--- config.mk ---
export PLATFORM = sky130hd
export DESIGN_NAME = ign_sched_flat
export DESIGN_NICKNAME = d
export VERILOG_FILES = /design/src/rtl/hwag_pkg.sv /design/src/rtl/ign_sched_if.sv /design/src/rtl/ign_sched_channel.sv /design/src/rtl/ign_sched.sv /design/src/flat_wrapper.sv
export SDC_FILE = /design/constraint.sdc
export NUM_CORES = 1
export LEC_CHECK = 0
export ABC_AREA = 1
export CAP_MARGIN = 20
export CORE_ASPECT_RATIO = 1.75
export CORE_MARGIN = 2
export CORE_UTILIZATION = 35
export CTS_BUF_LIST = sky130_fd_sc_hd__clkbuf_4 sky130_fd_sc_hd__clkbuf_8
export CTS_CLUSTER_SIZE = 14
export DETAILED_ROUTE_END_ITERATION = 7
export DONT_BUFFER_PORTS = 1
export GPL_TIMING_DRIVEN = 0
export SLEW_MARGIN = 20
export SYNTH_ARGS = -nofsm -noshare
export SYNTH_HDL_FRONTEND = slang
export SYNTH_SLANG_ARGS = --single-unit
--- constraint.sdc ---
create_clock -name clk -period 1.83 [get_ports clk]
set_input_delay 0.0915 -clock clk [delete_from_list [all_inputs] [get_ports clk]]
set_output_delay 0.0915 -clock clk [all_outputs]
set_load 0.1 [all_outputs]
--- src/rtl/hwag_pkg.sv ---
// Shared angle-generator definitions: angle width, 720-degree cycle top,
// channel count, ignition channel states and host config select codes.
package hwag_pkg;

    localparam int ACNT_WIDTH = 24;
    localparam int ANGLE_TOP  = 7679;
    localparam int CH_NUM     = 4;

    typedef logic [ACNT_WIDTH-1:0] angle_t;

    localparam angle_t ANGLE_TOP_A = ACNT_WIDTH'(ANGLE_TOP);

    localparam logic CFG_SEL_SET = 1'b0;
    localparam logic CFG_SEL_RST = 1'b1;

    typedef enum logic [1:0] {
        OFF   = 2'd0,
        ARMED = 2'd1,
        DWELL = 2'd2
    } ign_state_t;

    // A window whose set angle is above its reset angle wraps through 0.
    function automatic logic in_window(angle_t a, angle_t s, angle_t r);
        if (s < r) begin
            return (a >= s) && (a < r);
        end
        return (a >= s) || (a < r);
    endfunction

endpackage

--- src/rtl/ign_sched_if.sv ---
// Host configuration port of the ignition scheduler: one-clock write strobe
// with address/data, answered by a one-clock ack or err pulse.
interface ign_sched_if;
    import hwag_pkg::*;

    logic       cfg_wr;
    logic [2:0] cfg_addr;
    angle_t     cfg_data;
    logic       cfg_ack;
    logic       cfg_err;

    modport master (
        output cfg_wr,
        output cfg_addr,
        output cfg_data,
        input  cfg_ack,
        input  cfg_err
    );

    modport slave (
        input  cfg_wr,
        input  cfg_addr,
        input  cfg_data,
        output cfg_ack,
        output cfg_err
    );

endinterface

--- src/rtl/ign_sched_channel.sv ---
// One ignition channel: double-buffered set/reset angles, commit/transfer
// handshake, OFF/ARMED/DWELL state machine and the raw dwell request.
module ign_channel
    import hwag_pkg::*;
(
    input  logic   clk,
    input  logic   rst,
    input  logic   hwag_start_i,
    input  angle_t acnt_i,
    input  logic   wr_set_i,
    input  logic   wr_rst_i,
    input  angle_t wr_data_i,
    output logic   pending_o,
    output logic   dwell_d_o
);

    angle_t     shadow_set_q, shadow_set_d;
    angle_t     shadow_rst_q, shadow_rst_d;
    angle_t     act_set_q, act_set_d;
    angle_t     act_rst_q, act_rst_d;
    logic       pending_q, pending_d;
    ign_state_t state_q, state_d;

    logic       disabled;
    logic       in_win;

    assign disabled = (act_set_q == act_rst_q);
    assign in_win   = in_window(acnt_i, act_set_q, act_rst_q);

    // Host writes land in the shadow; a committed window moves to the active
    // pair only outside DWELL and only on a clock with no competing write, so a
    // running dwell is never cut short or repeated.
    always_comb begin
        shadow_set_d = shadow_set_q;
        shadow_rst_d = shadow_rst_q;
        act_set_d    = act_set_q;
        act_rst_d    = act_rst_q;
        pending_d    = pending_q;
        state_d      = state_q;

        if (wr_set_i) begin
            shadow_set_d = wr_data_i;
        end

        if (wr_rst_i) begin
            shadow_rst_d = wr_data_i;
            pending_d    = 1'b1;
        end else if (!wr_set_i && pending_q && (state_q != DWELL)) begin
            act_set_d = shadow_set_q;
            act_rst_d = shadow_rst_q;
            pending_d = 1'b0;
        end

        case (state_q)
            OFF: begin
                if (hwag_start_i && !disabled) begin
                    state_d = ARMED;
                end
            end
            ARMED: begin
                if (!hwag_start_i || disabled) begin
                    state_d = OFF;
                end else if (acnt_i == act_set_q) begin
                    state_d = DWELL;
                end
            end
            DWELL: begin
                if (!hwag_start_i) begin
                    state_d = OFF;
                end else if (!in_win) begin
                    state_d = ARMED;
                end
            end
            default: begin
                state_d = OFF;
            end
        endcase
    end

    // Register the channel state; everything clears on reset.
    always_ff @(posedge clk) begin
        if (rst) begin
            shadow_set_q <= '0;
            shadow_rst_q <= '0;
            act_set_q    <= '0;
            act_rst_q    <= '0;
            pending_q    <= 1'b0;
            state_q      <= OFF;
        end else begin
            shadow_set_q <= shadow_set_d;
            shadow_rst_q <= shadow_rst_d;
            act_set_q    <= act_set_d;
            act_rst_q    <= act_rst_d;
            pending_q    <= pending_d;
            state_q      <= state_d;
        end
    end

    assign pending_o = pending_q;
    assign dwell_d_o = (state_d == DWELL);

endmodule

--- src/rtl/ign_sched.sv ---
// Four-channel ignition scheduler: decodes host writes, range-checks the
// angle, pulses ack/err and drives the coils with optional wasted-spark pairing.
module ign_sched
    import hwag_pkg::*;
(
    input  logic              clk,
    input  logic              rst,
    input  logic              hwag_start,
    input  angle_t            acnt,
    ign_sched_if.slave        cfg,
    input  logic              phased,
    output logic [CH_NUM-1:0] ch_pending,
    output logic [CH_NUM-1:0] ign_out
);

    logic              data_ok;
    logic [1:0]        wr_ch;
    logic              wr_sel;
    logic [CH_NUM-1:0] wr_set;
    logic [CH_NUM-1:0] wr_rst;
    logic [CH_NUM-1:0] dwell_d;
    logic [CH_NUM-1:0] ign_d;

    logic              ack_q;
    logic              err_q;
    logic [CH_NUM-1:0] ign_out_q;

    assign data_ok = (cfg.cfg_data <= ANGLE_TOP_A);
    assign wr_ch   = cfg.cfg_addr[2:1];
    assign wr_sel  = cfg.cfg_addr[0];

    for (genvar i = 0; i < CH_NUM; i++) begin : g_ch
        assign wr_set[i] = cfg.cfg_wr && data_ok && (wr_ch == 2'(i)) && (wr_sel == CFG_SEL_SET);
        assign wr_rst[i] = cfg.cfg_wr && data_ok && (wr_ch == 2'(i)) && (wr_sel == CFG_SEL_RST);

        ign_channel u_ch (
            .clk          (clk),
            .rst          (rst),
            .hwag_start_i (hwag_start),
            .acnt_i       (acnt),
            .wr_set_i     (wr_set[i]),
            .wr_rst_i     (wr_rst[i]),
            .wr_data_i    (cfg.cfg_data),
            .pending_o    (ch_pending[i]),
            .dwell_d_o    (dwell_d[i])
        );
    end

    // In phased mode each coil also fires with its partner two channels away.
    assign ign_d = dwell_d | ({CH_NUM{phased}} & {dwell_d[1:0], dwell_d[3:2]});

    // Write response pulses and the coil drive register.
    always_ff @(posedge clk) begin
        if (rst) begin
            ack_q     <= 1'b0;
            err_q     <= 1'b0;
            ign_out_q <= '0;
        end else begin
            ack_q     <= cfg.cfg_wr && data_ok;
            err_q     <= cfg.cfg_wr && !data_ok;
            ign_out_q <= ign_d;
        end
    end

    assign cfg.cfg_ack = ack_q;
    assign cfg.cfg_err = err_q;
    assign ign_out     = ign_out_q;

endmodule

--- src/flat_wrapper.sv ---
// flat-port wrapper written by rule: the top's interface ports become plain ports
module ign_sched_flat import hwag_pkg::*;
  (clk, rst, hwag_start, acnt, phased, ch_pending, ign_out, cfg_cfg_wr, cfg_cfg_addr, cfg_cfg_data, cfg_cfg_ack, cfg_cfg_err);
  ign_sched_if cfg_i ();
  input  logic clk;
  input  logic rst;
  input  logic hwag_start;
  input  angle_t acnt;
  input  logic phased;
  output logic [CH_NUM-1:0] ch_pending;
  output logic [CH_NUM-1:0] ign_out;
  input wire logic [$bits(cfg_i.cfg_wr)-1:0] cfg_cfg_wr;
  input wire logic [$bits(cfg_i.cfg_addr)-1:0] cfg_cfg_addr;
  input wire logic [$bits(cfg_i.cfg_data)-1:0] cfg_cfg_data;
  output wire logic [$bits(cfg_i.cfg_ack)-1:0] cfg_cfg_ack;
  output wire logic [$bits(cfg_i.cfg_err)-1:0] cfg_cfg_err;
  assign cfg_i.cfg_wr = cfg_cfg_wr;
  assign cfg_i.cfg_addr = cfg_cfg_addr;
  assign cfg_i.cfg_data = cfg_cfg_data;
  assign cfg_cfg_ack = cfg_i.cfg_ack;
  assign cfg_cfg_err = cfg_i.cfg_err;
  ign_sched u_core (.clk(clk), .rst(rst), .hwag_start(hwag_start), .acnt(acnt), .cfg(cfg_i), .phased(phased), .ch_pending(ch_pending), .ign_out(ign_out));
endmodule
== After elaboration in Yosys (flattened, before gate mapping) ==
Cells that the tools add are included.
Widths: inputs -> output; s select.
Word-level totals
  bits in registers: 402
  input port bits: 56
  output and inout bits: 10
  word-level logic and storage cells: 179
Operators by class
  order comparisons: 13
  eq/ne operators: 27
  muxes and demuxes: 44
  bitwise logic cells: 7
  reduce and logical (&&, ||, !) cells: 61
Operators by type and width (number)
  $eq 24x24->1: 8
  $lt 24x24->1: 8
  $ge 24x24->1: 4
  $mux 2: 20
  $logic_and 1x1->1: 30
  $le 24x13->1 const B: 1
  $pmux 2 s3: 4
  $eq 2x2->1 const B: 10
  $mux 1: 20
  $eq 2x1->1 const B: 5
  $logic_not 1->1: 10
  $logic_not 2->1: 5
  $logic_or 1x1->1: 8
  $ne 2x2->1 const B: 4
  $reduce_and 2->1: 4
  $reduce_bool 2->1: 4
  $not 1->1: 5
  $and 4x4->4: 1
  $or 4x4->4: 1

== Longest topological paths before layout ==
Gate-level depths: netlist (run 1).
  depth in word-level cells: 10
  gate-level depth with buffers: 17

== Cells and area by module ==
A second synthesis (run 1) with hierarchy kept.
Second synthesis, totals
  cell total of the unflattened synthesis: 2820
  area total of the unflattened synthesis: 21057.7 um^2
By module, submodules not included
  ign_channel at u_core.g_ch[0].u_ch ...: times used 3, cells an instance 692, area each 5196.2 um^2
  ign_channel at u_core.g_ch[2].u_ch: times used 1, cells an instance 695, area each 5166.2 um^2
  ign_sched: times used 1, cells an instance 49, area each 302.8 um^2

== Worst setup path after synthesis (run 1) ==
Ideal clock, no wire load.
  path type: register to register
  from: register u_core.g_ch[1].u_ch.act_set_q[23]
  to: register u_core.ign_out_q[1], in the netlist u_core.ign_out[1]
  library setup time: 70 ps
  arrival time: 1669 ps
  required time: 1760 ps
  path slack: 91 ps
  cell stages (with the launch flop): 11
  buffers on the path: 0
  cells stage by stage: dfxtp_1 -> inv_1 -> ha_1 -> nand2_1 -> nor3_1 -> nand4_1 -> nor3_1 -> nand4_1 -> nand2_1 -> inv_1 -> a21oi_1
On the way
  longest elaborated chain between the ends: 9
  elaborated cells on any way between the ends: 20
  those cells by class: order compare (2); eq/ne (3); mux (9); bitwise (1); reduce/logical (5)
RTL lines
  from (decl): RTL line ign_sched_channel.sv:19  | angle_t act_set_q, act_set_d;
  from (signal assigned): RTL line ign_sched_channel.sv:92  | act_set_q <= act_set_d;
  $ge 24x24->1: RTL line hwag_pkg.sv:25, hwag_pkg.sv:27
  $logic_and 1x1->1: RTL line hwag_pkg.sv:25  | return (a >= s) && (a < r);
  $mux 1: RTL line hwag_pkg.sv:24  | if (s < r) begin
  $mux 1: RTL line hwag_pkg.sv:27  | return (a >= s) || (a < r);
  $mux 2: RTL line ign_sched_channel.sv:70  | end else if (!in_win) begin
  $mux 2: RTL line ign_sched_channel.sv:68  | if (!hwag_start_i) begin
  $pmux 2 s3 (*): RTL line ign_sched_channel.sv:54  | case (state_q)
  $eq 2x2->1 (*): RTL line ign_sched_channel.sv:100  | assign dwell_d_o = (state_d == DWELL);
  $or 4x4->4 (*): RTL line ign_sched.sv:50  | assign ign_d = dwell_d | ({CH_NUM{phased}} & {dwell_d[1:0], dwell_d[3:2]});
  to (signal assigned): RTL line ign_sched.sv:61  | ign_out_q <= ign_d;
  to (decl): RTL line ign_sched.sv:26  | logic [CH_NUM-1:0] ign_out_q;
Every way passes the cells marked *; elsewhere a longest branch is shown, timed or not. The select of a mux whose other input is x is not followed.
A chain may end at the register's enable or synchronous reset.

== Worst setup path in the final report (run 1) ==
  from: register u_core.g_ch[2].u_ch.act_set_q[17]
  to: register u_core.ign_out_q[2], in the netlist u_core.ign_out[2]
On the way
  longest elaborated chain between the ends: 9
  elaborated cells on any way between the ends: 20
  those cells by class: order compare (2); eq/ne (3); mux (9); bitwise (1); reduce/logical (5)
RTL lines (RTL line)
  from (decl): ign_sched_channel.sv:19
  from (signal assigned): ign_sched_channel.sv:92
  $ge 24x24->1: hwag_pkg.sv:25, hwag_pkg.sv:27
  $logic_and 1x1->1: hwag_pkg.sv:25
  $mux 1: hwag_pkg.sv:24
  $mux 1: hwag_pkg.sv:27
  $mux 2: ign_sched_channel.sv:70
  $mux 2: ign_sched_channel.sv:68
  $pmux 2 s3 (*): ign_sched_channel.sv:54
  $eq 2x2->1 (*): ign_sched_channel.sv:100
  $or 4x4->4 (*): ign_sched.sv:50
Marked as above.

==> metrics.md, run 1 <==
| Metric | Value |
|---|---|
| Antenna-violating nets left | `0` |
| First-pass detailed-route iteration total | `5` |
| Post-DP HPWL | `51.8 mm` |
| Crit path time final | `2190 ps` |
| Critical Path Source Type | `flop` |
| Slew margin rel. | `36.4%` |
| WL/cell | `18.6 um` |
| Via count | `17700` |
| R2r startpoint | `u_core.g_ch[2].u_ch.act_set_q[17]` |
| Clk_skew | `26.5 ps` |
| Ys async rst share | `0%` |
| Required @ worst endpoint | `2390 ps` |
| CTS sink count | `402` |
| Area contributors post-synth | `dfxtp_1 39%, ha_1 17%, a21oi_1 10%` |
| Critical path launch point | `u_core.g_ch[2].u_ch.act_set_q[17]` |
| Worst slew pin tran | `953 ps` |
| Switch share | `24.3%` |
| Post-Route WL | `66.2 mm` |
| Synthesized area | `20400 um^2` |
| Global-route wire length before repair | `99.2 mm` |
| Failing checks | `hold timing, setup timing` |
| Min-delay worst type | `input port to flop` |
| Yosys warns | `0` |
| CTS Root Cell | `clkbuf_8` |
| P_sw | `4.50 mW` |
| R2R cell count | `12` |
| RSZ-0062 raised after global routing | `yes` |
| Horiz. Die Dim | `187 um` |
| Count of final setup violators | `12` |
| Starting density of the core | `35.3%` |
| Vias in the first global route | `17800` |
| Gpl congestion | `0.915` |
| Leak | `10.1 nW` |
| Sequential area share after synthesis | `39.4%` |
| Post-Syn Area per Cell | `7.77 um^2` |
| TritonCTS buffer count | `58` |
| Max VDD drop | `0.547 mV` |
| Area share of the largest cell type after synthesis | `39.4%` |
| Final design area excluding fillers | `24100 um^2` |
| Die Y-Extent | `324 um` |
| EDFF count, synth | `0` |
| Layout cells sized above 1 | `13.9%` |
| Clk_lat worst skew | `670 ps` |
| Fmax | `0.457 GHz` |
| Synth top cells by count | `414 x a21oi_1, 402 x dfxtp_1, 392 x nand2_1` |
| Tot Pwr | `18.5 mW` |
| Top-count cell post-synth | `a21oi_1` |
| Post-synth top area cell | `dfxtp_1` |
| Gr usage total | `21.7%` |
| CTS tree | `built` |
| Core area | `58000 um^2` |
| Iteration-0 DRC Markers | `796` |
| Crit Path Category | `flop to flop` |
| Crit path capture type | `flop` |
| Largest net degree at the start of global routing | `15` |
| Full die area | `60400 um^2` |
| Syn_nets | `2970` |
| Seq pwr share | `47.4%` |
| Hold WS | `-404 ps` |
| Clock Power Share | `46.6%` |
| WHS Path Cells | `2` |
| Nets@finish | `3068` |
| Outcome | `complete, but fails checks` |
| DR vias/cell | `4.99` |
| Core Rows | `117` |
| Synth-to-Final Area Change | `17.7%` |
| H-tree depth | `2` |
| # DRC | `0` |
| Maximum clock insertion buffer count | `3` |
| Post-placement cell area | `21400 um^2` |
| Clock-pin slew on the worst setup and hold paths | `70 ps` |
| Cells after Synth | `2630` |
| Top Ports | `66` |
| Logic pwr share | `6.1%` |
| Flops & latches, synth | `402` |
| PortBufs | `0` |
| Placed Cells incl. Taps | `3403` |
| Global route overflow | `0` |
| Max_cap viols | `0` |
| Setup ws final | `-360 ps` |
| Initial antenna violation count | `6` |
| Power per cell area | `768 nW/um^2` |
| Hold_buf cts | `19` |
| Final hold violations | `4` |
| Netlist cell types | `33` |
| Pint | `14.0 mW` |
| Ys flop type | `dfxtp_1` |
| Fin crit share | `120%` |
| CP max FO | `2` |
| Slew Limit Fails | `0` |
| Final Non-Filler Cells | `3553` |
| Worst Min Path Start | `phased` |
| Crit path DAT | `2750 ps` |
[registers in the layout, summed over array words and instances, names as in the netlist]
| name | count |
|---|---|
| u_core.g_ch.u_ch.shadow_set_q | 96 |
| u_core.g_ch.u_ch.state_q | 8 |
| u_core.cfg.cfg_err | 1 |
| u_core.g_ch.u_ch.pending_o | 4 |
| u_core.cfg.cfg_ack | 1 |
| u_core.g_ch.u_ch.shadow_rst_q | 96 |
| u_core.ign_out | 4 |
| u_core.g_ch.u_ch.act_set_q | 96 |
| u_core.g_ch.u_ch.act_rst_q | 96 |
[power by group through the flow]
stage               sequential (mW)  combinational (mW)  clock [mW]
floorplan                      8.95               0.663           0
global placement               8.96               0.954           0
detailed placement             8.95               0.970           0
CTS                            8.76                1.08        8.74
global route                   8.75                1.27        9.06
finish                         8.75                1.12        8.60
[final cells by class]
class                   instances  area (um^2)
well taps                     773          967
inverters                     388         1460
plain buffers                 117          577
diodes                          4         10.0
clock buffers                  88         1190
repair buffers                 38          364
flip-flops and latches        402         8090
multi-input cells            1723        11200
fillers                      6161        33900
clock inverters                20          225
[kinds of logic after synthesis]
group                    Yosys count  synth area share [%]
AND/OR/NAND/NOR                  686                  14.6
buffers and inverters            505                  9.91
flip-flops                       402                  39.4
AO/OA/AOI/OAI                    753                  18.8
adder cells (fa/ha/maj)          284                  17.4
[layer usage]
layer  vias to the layer above  track usage, %  part of all wire [%]  routed length (um)
met2                       393            43.4                    54               35900
met5                         -               0                 0.017                  11
met3                       193            2.96                   3.5                2310
met1                      8196            19.1                    34               22300
li1                       8953               -                     -                   -
met4                         2            17.4                   8.6                5670
[worst max-delay path, stage by stage (launching register included)]
cell     delay [ps]
dfxtp_2         340
inv_2            50
ha_4            260
nand4_1         160
nor3_4          320
nand2_2         160
a21oi_4         200
nor2_1           70
nand2_1         100
nand3_2          90
nand2_4         130
inv_2            80
a21oi_2         150
[placed cells by master, fill, tap and decap left out, types with 16 or more instances in the layout]
cell type        n
a21oi_1        396
dfxtp_1        370
inv_1          361
nand2_1        359
o21ai_0        306
ha_1           260
nor2_1         111
clkbuf_8        84
clkbuf_1        53
buf_2           38
buf_4           36
nand4_1         30
dfxtp_2         30
nand3_1         27
nand2_2         25
inv_2           24
ha_4            24
and3_1          23
nor3b_1         23
nor3_1          19
a21oi_2         16
dlygate4sd3_1   16
[path summary, 6_finish.rpt]
kind	to	slack (ps)
hold / removal	u_core.ign_out[1]	-400
setup / recovery	u_core.ign_out[2]	-360
setup reg to reg	u_core.ign_out[2]	-360
hold reg to reg	u_core.g_ch[3].u_ch.act_rst_q[3]	430
[per-stage QoR]
stage                     hold WS (ps)  util (%)  worst slack, ps  TNS (ps)
after floorplan                    214         -             90.9         0
after global placement             222      36.9            -1160    -90030
after detailed placement           226      36.9            -1170    -98850
after CTS                         -432      40.7             -319    -32530
after global routing              -422      41.5             -452     -3610
final                             -404      41.5             -360     -2480
[what timing repair did]
item | CTS | global route
cloned | 0 | 0
pin swaps | 45 | 48
resized for setup | 120 | 118
setup endpoints to repair | 13 | 390
hold endpoints to repair | 115 | 4
buffers inserted | 16 | 3
Power figures use the tool's default switching activity.
==> inputs of run 2 (changes only) <==
- PLACE_DENSITY_LB_ADDON: unset -> 0.05
==> metrics.md, run 2 (synthesis gave the netlist of run 1 again) <==
| Metric | Value |
|---|---|
| Outcome | `complete, but fails checks (unchanged)` |
| Failing checks | `DRC, hold timing, setup timing (was hold timing, setup timing)` |
| Pint | `14.1 mW (was 14.0 mW)` |
| Gpl congestion | `0.903 (was 0.915)` |
| Top Ports | `66 (unchanged)` |
| Hold WS | `-416 ps (was -404 ps)` |
| P_sw | `4.73 mW (was 4.50 mW)` |
| Clk_skew | `37.2 ps (was 26.5 ps)` |
| Largest net degree at the start of global routing | `11 (was 15)` |
| First-pass detailed-route iteration total | `8 (was 5)` |
| Nets@finish | `3089 (was 3068)` |
| H-tree depth | `3 (was 2)` |
| Worst slew pin tran | `1100 ps (was 953 ps)` |
| Worst-path cell chain | `inv_2 -> ha_4 -> nand4_1 -> nor3_4 -> buf_4 -> nand3_1 -> nand3_1 -> nor2_1 -> nand2_2 -> nand3_2 -> nand2_4 -> inv_2 -> a21oi_2 (was inv_2 -> ha_4 -> nand4_1 -> nor3_4 -> nand2_2 -> a21oi_4 -> nor2_1 -> nand2_1 -> nand3_2 -> nand2_4 -> inv_2 -> a21oi_2)` |
| Die Y-Extent | `324 um (unchanged)` |
| Critical path launch point | `u_core.g_ch[2].u_ch.act_set_q[18] (was u_core.g_ch[2].u_ch.act_set_q[17])` |
| RSZ-0062 raised after global routing | `yes (unchanged)` |
| CTS Root Cell | `clkbuf_8 (unchanged)` |
| Core area | `58000 um^2 (unchanged)` |
| Final hold violations | `4 (unchanged)` |
| Maximum clock insertion buffer count | `3 (unchanged)` |
| Post-DP HPWL | `57.9 mm (was 51.8 mm)` |
| Synth-to-Final Area Change | `19.5% (was 17.7%)` |
| Min-delay worst type | `input port to flop (unchanged)` |
| CTS sink count | `402 (unchanged)` |
| Slew margin rel. | `26.8% (was 36.4%)` |
| Crit Path Category | `flop to flop (unchanged)` |
| Most common cell after layout, fill and taps aside | `a21oi_1 (unchanged)` |
| Worst path max stage delay | `340 ps (about the same)` |
| Setup ws final | `-320 ps (was -360 ps)` |
| Most frequent cells in the layout | `393 x a21oi_1, 369 x dfxtp_1, 352 x inv_1 (was 396 x a21oi_1, 370 x dfxtp_1, 361 x inv_1)` |
| Slowest CP cell | `dfxtp_2 (unchanged)` |
| Crit path DAT | `2720 ps (was 2750 ps)` |
| Fin crit share | `118% (was 120%)` |
| Layout cells sized above 1 | `16.1% (was 13.9%)` |
| R2r startpoint | `u_core.g_ch[2].u_ch.act_set_q[18] (was u_core.g_ch[2].u_ch.act_set_q[17])` |
| Via count | `17900 (was 17700)` |
| Critical Path Source Type | `flop (unchanged)` |
| Cell family with most CP delay | `simple AND/OR/NAND/NOR gates (unchanged)` |
| Logic pwr share | `6.5% (was 6.1%)` |
| Max_cap viols | `0 (unchanged)` |
| Placed Cells incl. Taps | `3403 (unchanged)` |
| Clock Power Share | `46.9% (was 46.6%)` |
| Global route overflow | `0 (unchanged)` |
| Initial antenna violation count | `2 (was 6)` |
| Starting density of the core | `35.3% (unchanged)` |
| Crit path time final | `2150 ps (was 2190 ps)` |
| # DRC | `2 (was 0)` |
| Full die area | `60400 um^2 (unchanged)` |
| Vias in the first global route | `18300 (was 17800)` |
| Gr usage total | `25.3% (was 21.7%)` |
| CP max FO | `3 (was 2)` |
| Antenna-violating nets left | `0 (unchanged)` |
| Count of final setup violators | `10 (was 12)` |
| Worst Min Path Start | `phased (unchanged)` |
| Max VDD drop | `0.417 mV (was 0.547 mV)` |
| WL/cell | `21.4 um (was 18.6 um)` |
| PortBufs | `0 (unchanged)` |
| Final Non-Filler Cells | `3570 (was 3553)` |
| Required @ worst endpoint | `2400 ps (was 2390 ps)` |
| Core Rows | `117 (unchanged)` |
| Slew Limit Fails | `0 (unchanged)` |
| Clock-pin slew on the worst setup and hold paths | `60 ps (was 70 ps)` |
| Seq pwr share | `46.6% (was 47.4%)` |
| Post-Route WL | `76.5 mm (was 66.2 mm)` |
| Clk_lat worst skew | `670 ps (about the same)` |
| Crit path capture type | `flop (unchanged)` |
| CTS tree | `built (unchanged)` |
| Power per cell area | `769 nW/um^2 (was 768 nW/um^2)` |
| Switch share | `25.2% (was 24.3%)` |
| Bufs and invs on worst path | `3 (was 2)` |
| Global-route wire length before repair | `112 mm (was 99.2 mm)` |
| Fmax | `0.465 GHz (was 0.457 GHz)` |
| Iteration-0 DRC Markers | `834 (was 796)` |
| TritonCTS buffer count | `67 (was 58)` |
| Horiz. Die Dim | `187 um (unchanged)` |
| DR vias/cell | `5.02 (was 4.99)` |
| Leak | `10.1 nW (about the same)` |
## run 2: cell types whose count changed in the layout (fill, tap and decap cells not counted), sizes merged
cell,before,now
clkbuf,144,153
clkinvlp,0,1
dlymetal6s4s,3,0
dlygate4sd3,16,22
buf,80,89
diode,4,2
clkinv,16,14
bufinv,5,4
## run 2: per-stage QoR
step | instance area (um^2) | setup slack, ps | setup TNS (ps) | util, % | power, mW
6_report | 24400 | -320 | -1990 | 42.1 | 18.8
5_1_grt | 24400 | -398 | -2970 | 42.1 | 19.5
4_1_cts | 23800 | -367 | -7920 | 41.0 | 19.0
3_5_place_dp | 21400 | -815 | -108510 | 36.9 | 9.99
3_3_place_gp | 21400 | -1030 | -186670 | 36.9 | 9.97
2_1_floorplan | 20400 | 90.9 | 0 | - | 9.62
## run 2: area by class of cell
class / count / area (um^2)
tap: 773 / 967
clock buffer: 97 / 1230
multi-input combinational: 1723 / 11400
antenna: 2 / 5.00
sequential: 402 / 8100
clock inverter: 18 / 193
buffer: 117 / 584
inverter: 388 / 1470
fill: 6012 / 33500
timing repair buffer: 50 / 443
## run 2: worst paths after layout
kind	end	slack [ps]	cells after the start
worst max-delay path	u_core.ign_out[2]	-320	13
worst min register to register	u_core.g_ch[0].u_ch.shadow_set_q[16]	430	2
worst max register to register	u_core.ign_out[2]	-320	13
worst min-delay path	u_core.ign_out[1]	-420	2
## run 2: timing repair
action,4_1_cts,5_1_grt
hold endpoints to repair,128,5
resized for setup,160,139
cloned,0,1
buffers inserted,13,13
hold buffers,22,1
setup endpoints to repair,17,339
pin swaps,60,57
## run 2: power groups by stage
| stage | Clock [mW] | Combinational (mW) | Sequential (mW) |
|---|---|---|---|
| after floorplan | 0 | 0.663 | 8.95 |
| after detailed placement | 0 | 1.03 | 8.95 |
| after CTS | 9.07 | 1.16 | 8.76 |
| after global routing | 9.42 | 1.37 | 8.75 |
| after global placement | 0 | 1.01 | 8.95 |
| final | 8.82 | 1.21 | 8.75 |
## run 2: metal layers
metal,up-vias,track usage [%],wire length (um)
li1,8958,-,-
met1,8447,23.9,27200
met2,356,50.5,41400
met3,155,4.50,2960
met4,0,15.0,4880
met5,-,0,0
## run 2: worst register-to-register path: cells and delay by family, from the launching register on
family	cells	cell delay, ps
AOI/OAI and AO/OA	1	150
buffers and inverters	3	280
and+or+nand+nor	8	1020
adders and majority gates	1	260
DFF	1	340
==> inputs of run 3 (changes only) <==
- PLACE_DENSITY: unset -> 0.51
- PLACE_DENSITY_LB_ADDON: 0.05 -> unset
==> metrics.md, run 3 (synthesis gave the netlist of run 1 again) <==
| Metric | Value |
|---|---|
| Vias in the first global route | `17900 (was 18300)` |
| Critical R2R Capture | `u_core.ign_out[2] (unchanged)` |
| Post-DP HPWL | `54.4 mm (was 57.9 mm)` |
| Top Ports | `66 (unchanged)` |
| Initial antenna violation count | `5 (was 2)` |
| Outcome | `complete, but fails checks (unchanged)` |
| Min-delay worst type | `input port to flop (unchanged)` |
| Layout cells sized above 1 | `17.4% (was 16.1%)` |
| Final hold violations | `0 (was 4)` |
| Met1 WL | `26.8 mm (was 27.2 mm)` |
| Starting density of the core | `35.3% (unchanged)` |
| Leak | `10.1 nW (about the same)` |
| Synth-to-Final Area Change | `19.3% (was 19.5%)` |
| Max_cap viols | `0 (unchanged)` |
| PortBufs | `0 (unchanged)` |
| Final Non-Filler Cells | `3566 (was 3570)` |
| CP Depth | `13 (unchanged)` |
| Global route overflow | `0 (unchanged)` |
| Failing checks | `setup timing (was DRC, hold timing, setup timing)` |
| Clock-pin slew on the worst setup and hold paths | `70 ps (was 60 ps)` |
| R2R cell count | `13 (unchanged)` |
| Via count | `18100 (was 17900)` |
| First-pass detailed-route iteration total | `5 (was 8)` |
| Crit path DAT | `2600 ps (was 2720 ps)` |
| CTS tree | `built (unchanged)` |
| Required @ worst endpoint | `2400 ps (about the same)` |
| Top sig layer | `met5 (was met4)` |
| Core area | `58000 um^2 (unchanged)` |
| Crit path capture type | `flop (unchanged)` |
| WL/cell | `20.3 um (was 21.4 um)` |
| Most common cell after layout, fill and taps aside | `a21oi_1 (unchanged)` |
| Critical Path Source Type | `flop (unchanged)` |
| CP max FO | `2 (was 3)` |
| Most frequent cells in the layout | `396 x a21oi_1, 357 x nand2_1, 348 x inv_1 (was 393 x a21oi_1, 369 x dfxtp_1, 352 x inv_1)` |
| Fin crit share | `111% (was 118%)` |
| R2r startpoint | `u_core.g_ch[0].u_ch.act_set_q[15] (was u_core.g_ch[2].u_ch.act_set_q[18])` |
| Placed Cells incl. Taps | `3403 (unchanged)` |
| Final design area excluding fillers | `24400 um^2 (about the same)` |
| Gr usage total | `23.5% (was 25.3%)` |
| Horiz. Die Dim | `187 um (unchanged)` |
| H-tree depth | `3 (unchanged)` |
| Largest net degree at the start of global routing | `11 (unchanged)` |
| Clk_lat worst skew | `660 ps (was 670 ps)` |
| Max VDD drop | `0.456 mV (was 0.417 mV)` |
| Cell family with most CP delay | `simple AND/OR/NAND/NOR gates (unchanged)` |
| Global-route wire length before repair | `105 mm (was 112 mm)` |
| TritonCTS buffer count | `67 (unchanged)` |
| Full die area | `60400 um^2 (unchanged)` |
| Die Y-Extent | `324 um (unchanged)` |
| Core Rows | `117 (unchanged)` |
| Worst slew pin tran | `1030 ps (was 1100 ps)` |
| Fmax | `0.493 GHz (was 0.465 GHz)` |
| Bufs and invs on worst path | `1 (was 3)` |
| CTS sink count | `402 (unchanged)` |
| CTS Root Cell | `clkbuf_8 (unchanged)` |
| Crit path to | `u_core.ign_out[2] (unchanged)` |
| Worst-path cell chain | `inv_4 -> ha_4 -> nand2_4 -> nor2_4 -> nand4_1 -> nor2_1 -> a21boi_2 -> nor2_1 -> nand2_1 -> nand3_2 -> nand2_4 -> nand2_2 -> a21oi_2 (was inv_2 -> ha_4 -> nand4_1 -> nor3_4 -> buf_4 -> nand3_1 -> nand3_1 -> nor2_1 -> nand2_2 -> nand3_2 -> nand2_4 -> inv_2 -> a21oi_2)` |
| Met2 Routed Length | `37.1 mm (was 41.4 mm)` |
| Routed wl met3 | `3.45 mm (was 2.96 mm)` |
| Gpl congestion | `0.871 (was 0.903)` |
| Crit Path Category | `flop to flop (unchanged)` |
| Internal reg-to-reg setup slack | `-200 ps (was -320 ps)` |
| Post-placement cell area | `21400 um^2 (unchanged)` |
| Count of final setup violators | `9 (was 10)` |
| DR vias/cell | `5.06 (was 5.02)` |
| Antenna-violating nets left | `0 (unchanged)` |
| # DRC | `0 (was 2)` |
| Fill count | `5987 (was 6012)` |
| Crit path time final | `2030 ps (was 2150 ps)` |
| Power per cell area | `755 nW/um^2 (was 769 nW/um^2)` |
| Worst slack, placed | `-716 ps (was -815 ps)` |
| Worst path max stage delay | `380 ps (was 340 ps)` |
| Clk_skew | `36.7 ps (was 37.2 ps)` |
| Nets@finish | `3081 (was 3089)` |
| Sum of negative setup slack | `-1050 ps (was -1990 ps)` |
| Iteration-0 DRC Markers | `898 (was 834)` |
| Setup ws final | `-200 ps (was -320 ps)` |
| Slew margin rel. | `31.5% (was 26.8%)` |
| Slowest CP cell | `dfxtp_4 (was dfxtp_2)` |
| Slew Limit Fails | `0 (unchanged)` |
| Critical path launch point | `u_core.g_ch[0].u_ch.act_set_q[15] (was u_core.g_ch[2].u_ch.act_set_q[18])` |
| Hold WS | `34.0 ps (was -416 ps)` |
| RSZ-0062 raised after global routing | `yes (unchanged)` |
| Maximum clock insertion buffer count | `3 (unchanged)` |
| Post-Route WL | `72.4 mm (was 76.5 mm)` |
==> run 3: changes by cell type in the layout (fill, tap and decap cells not counted), moves of 5 or more <==
cell     previous run  this run
dfxtp_2            29        61
ha_1              244       237
o21ai_0           301       306
o21ai_1            15        10
dfxtp_1           369       339
ha_4               40        47
nand2_1           351       357
nand2_2            31        25
==> run 3: worst min path at each step <==
stage,startpoint,endpoint,depth (start not counted)
6_report,cfg_cfg_data[16],u_core.g_ch[0].u_ch.shadow_set_q[23],6
4_1_cts,cfg_cfg_data[13],u_core.g_ch[0].u_ch.shadow_set_q[23],6
5_1_grt,rst,u_core.g_ch[3].u_ch.pending_o,2
3_5_place_dp,cfg_cfg_wr,u_core.cfg.cfg_err,2
3_3_place_gp,cfg_cfg_wr,u_core.cfg.cfg_err,2
2_1_floorplan,cfg_cfg_wr,u_core.cfg.cfg_err,2
==> run 3: final cells by class <==
| type | count | area, um^2 | share of cell area (%) |
|---|---|---|---|
| repair buffers | 42 | 367 | 1.50 |
| inverters | 388 | 1480 | 6.05 |
| plain buffers | 117 | 579 | 2.38 |
| multi-input cells | 1723 | 11500 | 47.0 |
| diodes | 6 | 15.0 | 0.0616 |
| flip-flops and latches | 402 | 8130 | 33.3 |
| clock buffers | 95 | 1210 | 4.98 |
| well taps | 773 | 967 | 3.97 |
| clock inverters | 20 | 168 | 0.688 |
==> run 3: where the power goes <==
group          switching [mW]  internal, mW  total, mW
Combinational           0.781         0.431       1.21
Sequential            0.00930          8.75       8.76
Clock                    3.88          4.57       8.45
==> run 3: through the flow <==
step	utilization (%)	total power [mW]
2_1_floorplan	-	9.62
3_3_place_gp	36.9	9.94
3_5_place_dp	36.9	9.96
4_1_cts	41.1	18.5
5_1_grt	42.1	19.1
6_report	42.1	18.4
==> run 3: timing repair <==
item / CTS / global route
endpoints found under the setup margin: 12 / 77
setup buffers: 16 / 7
resized for setup: 184 / 139
cloned: 0 / 0
hold buffers: 19 / 0
pin swaps: 72 / 79
endpoints found under the hold margin: 117 / 0
==> run 3: tightest hold or removal path: cells and delay by family <==
kind	cells	cell delay (ps)
simple gates	6	550
==> run 3: per-layer routing <==
layer / vias up / GRT usage (%)
met5: - / 0
met4: 2 / 15.3
met3: 194 / 4.20
met2: 436 / 44.1
met1: 8488 / 23.9
li1: 8939 / -
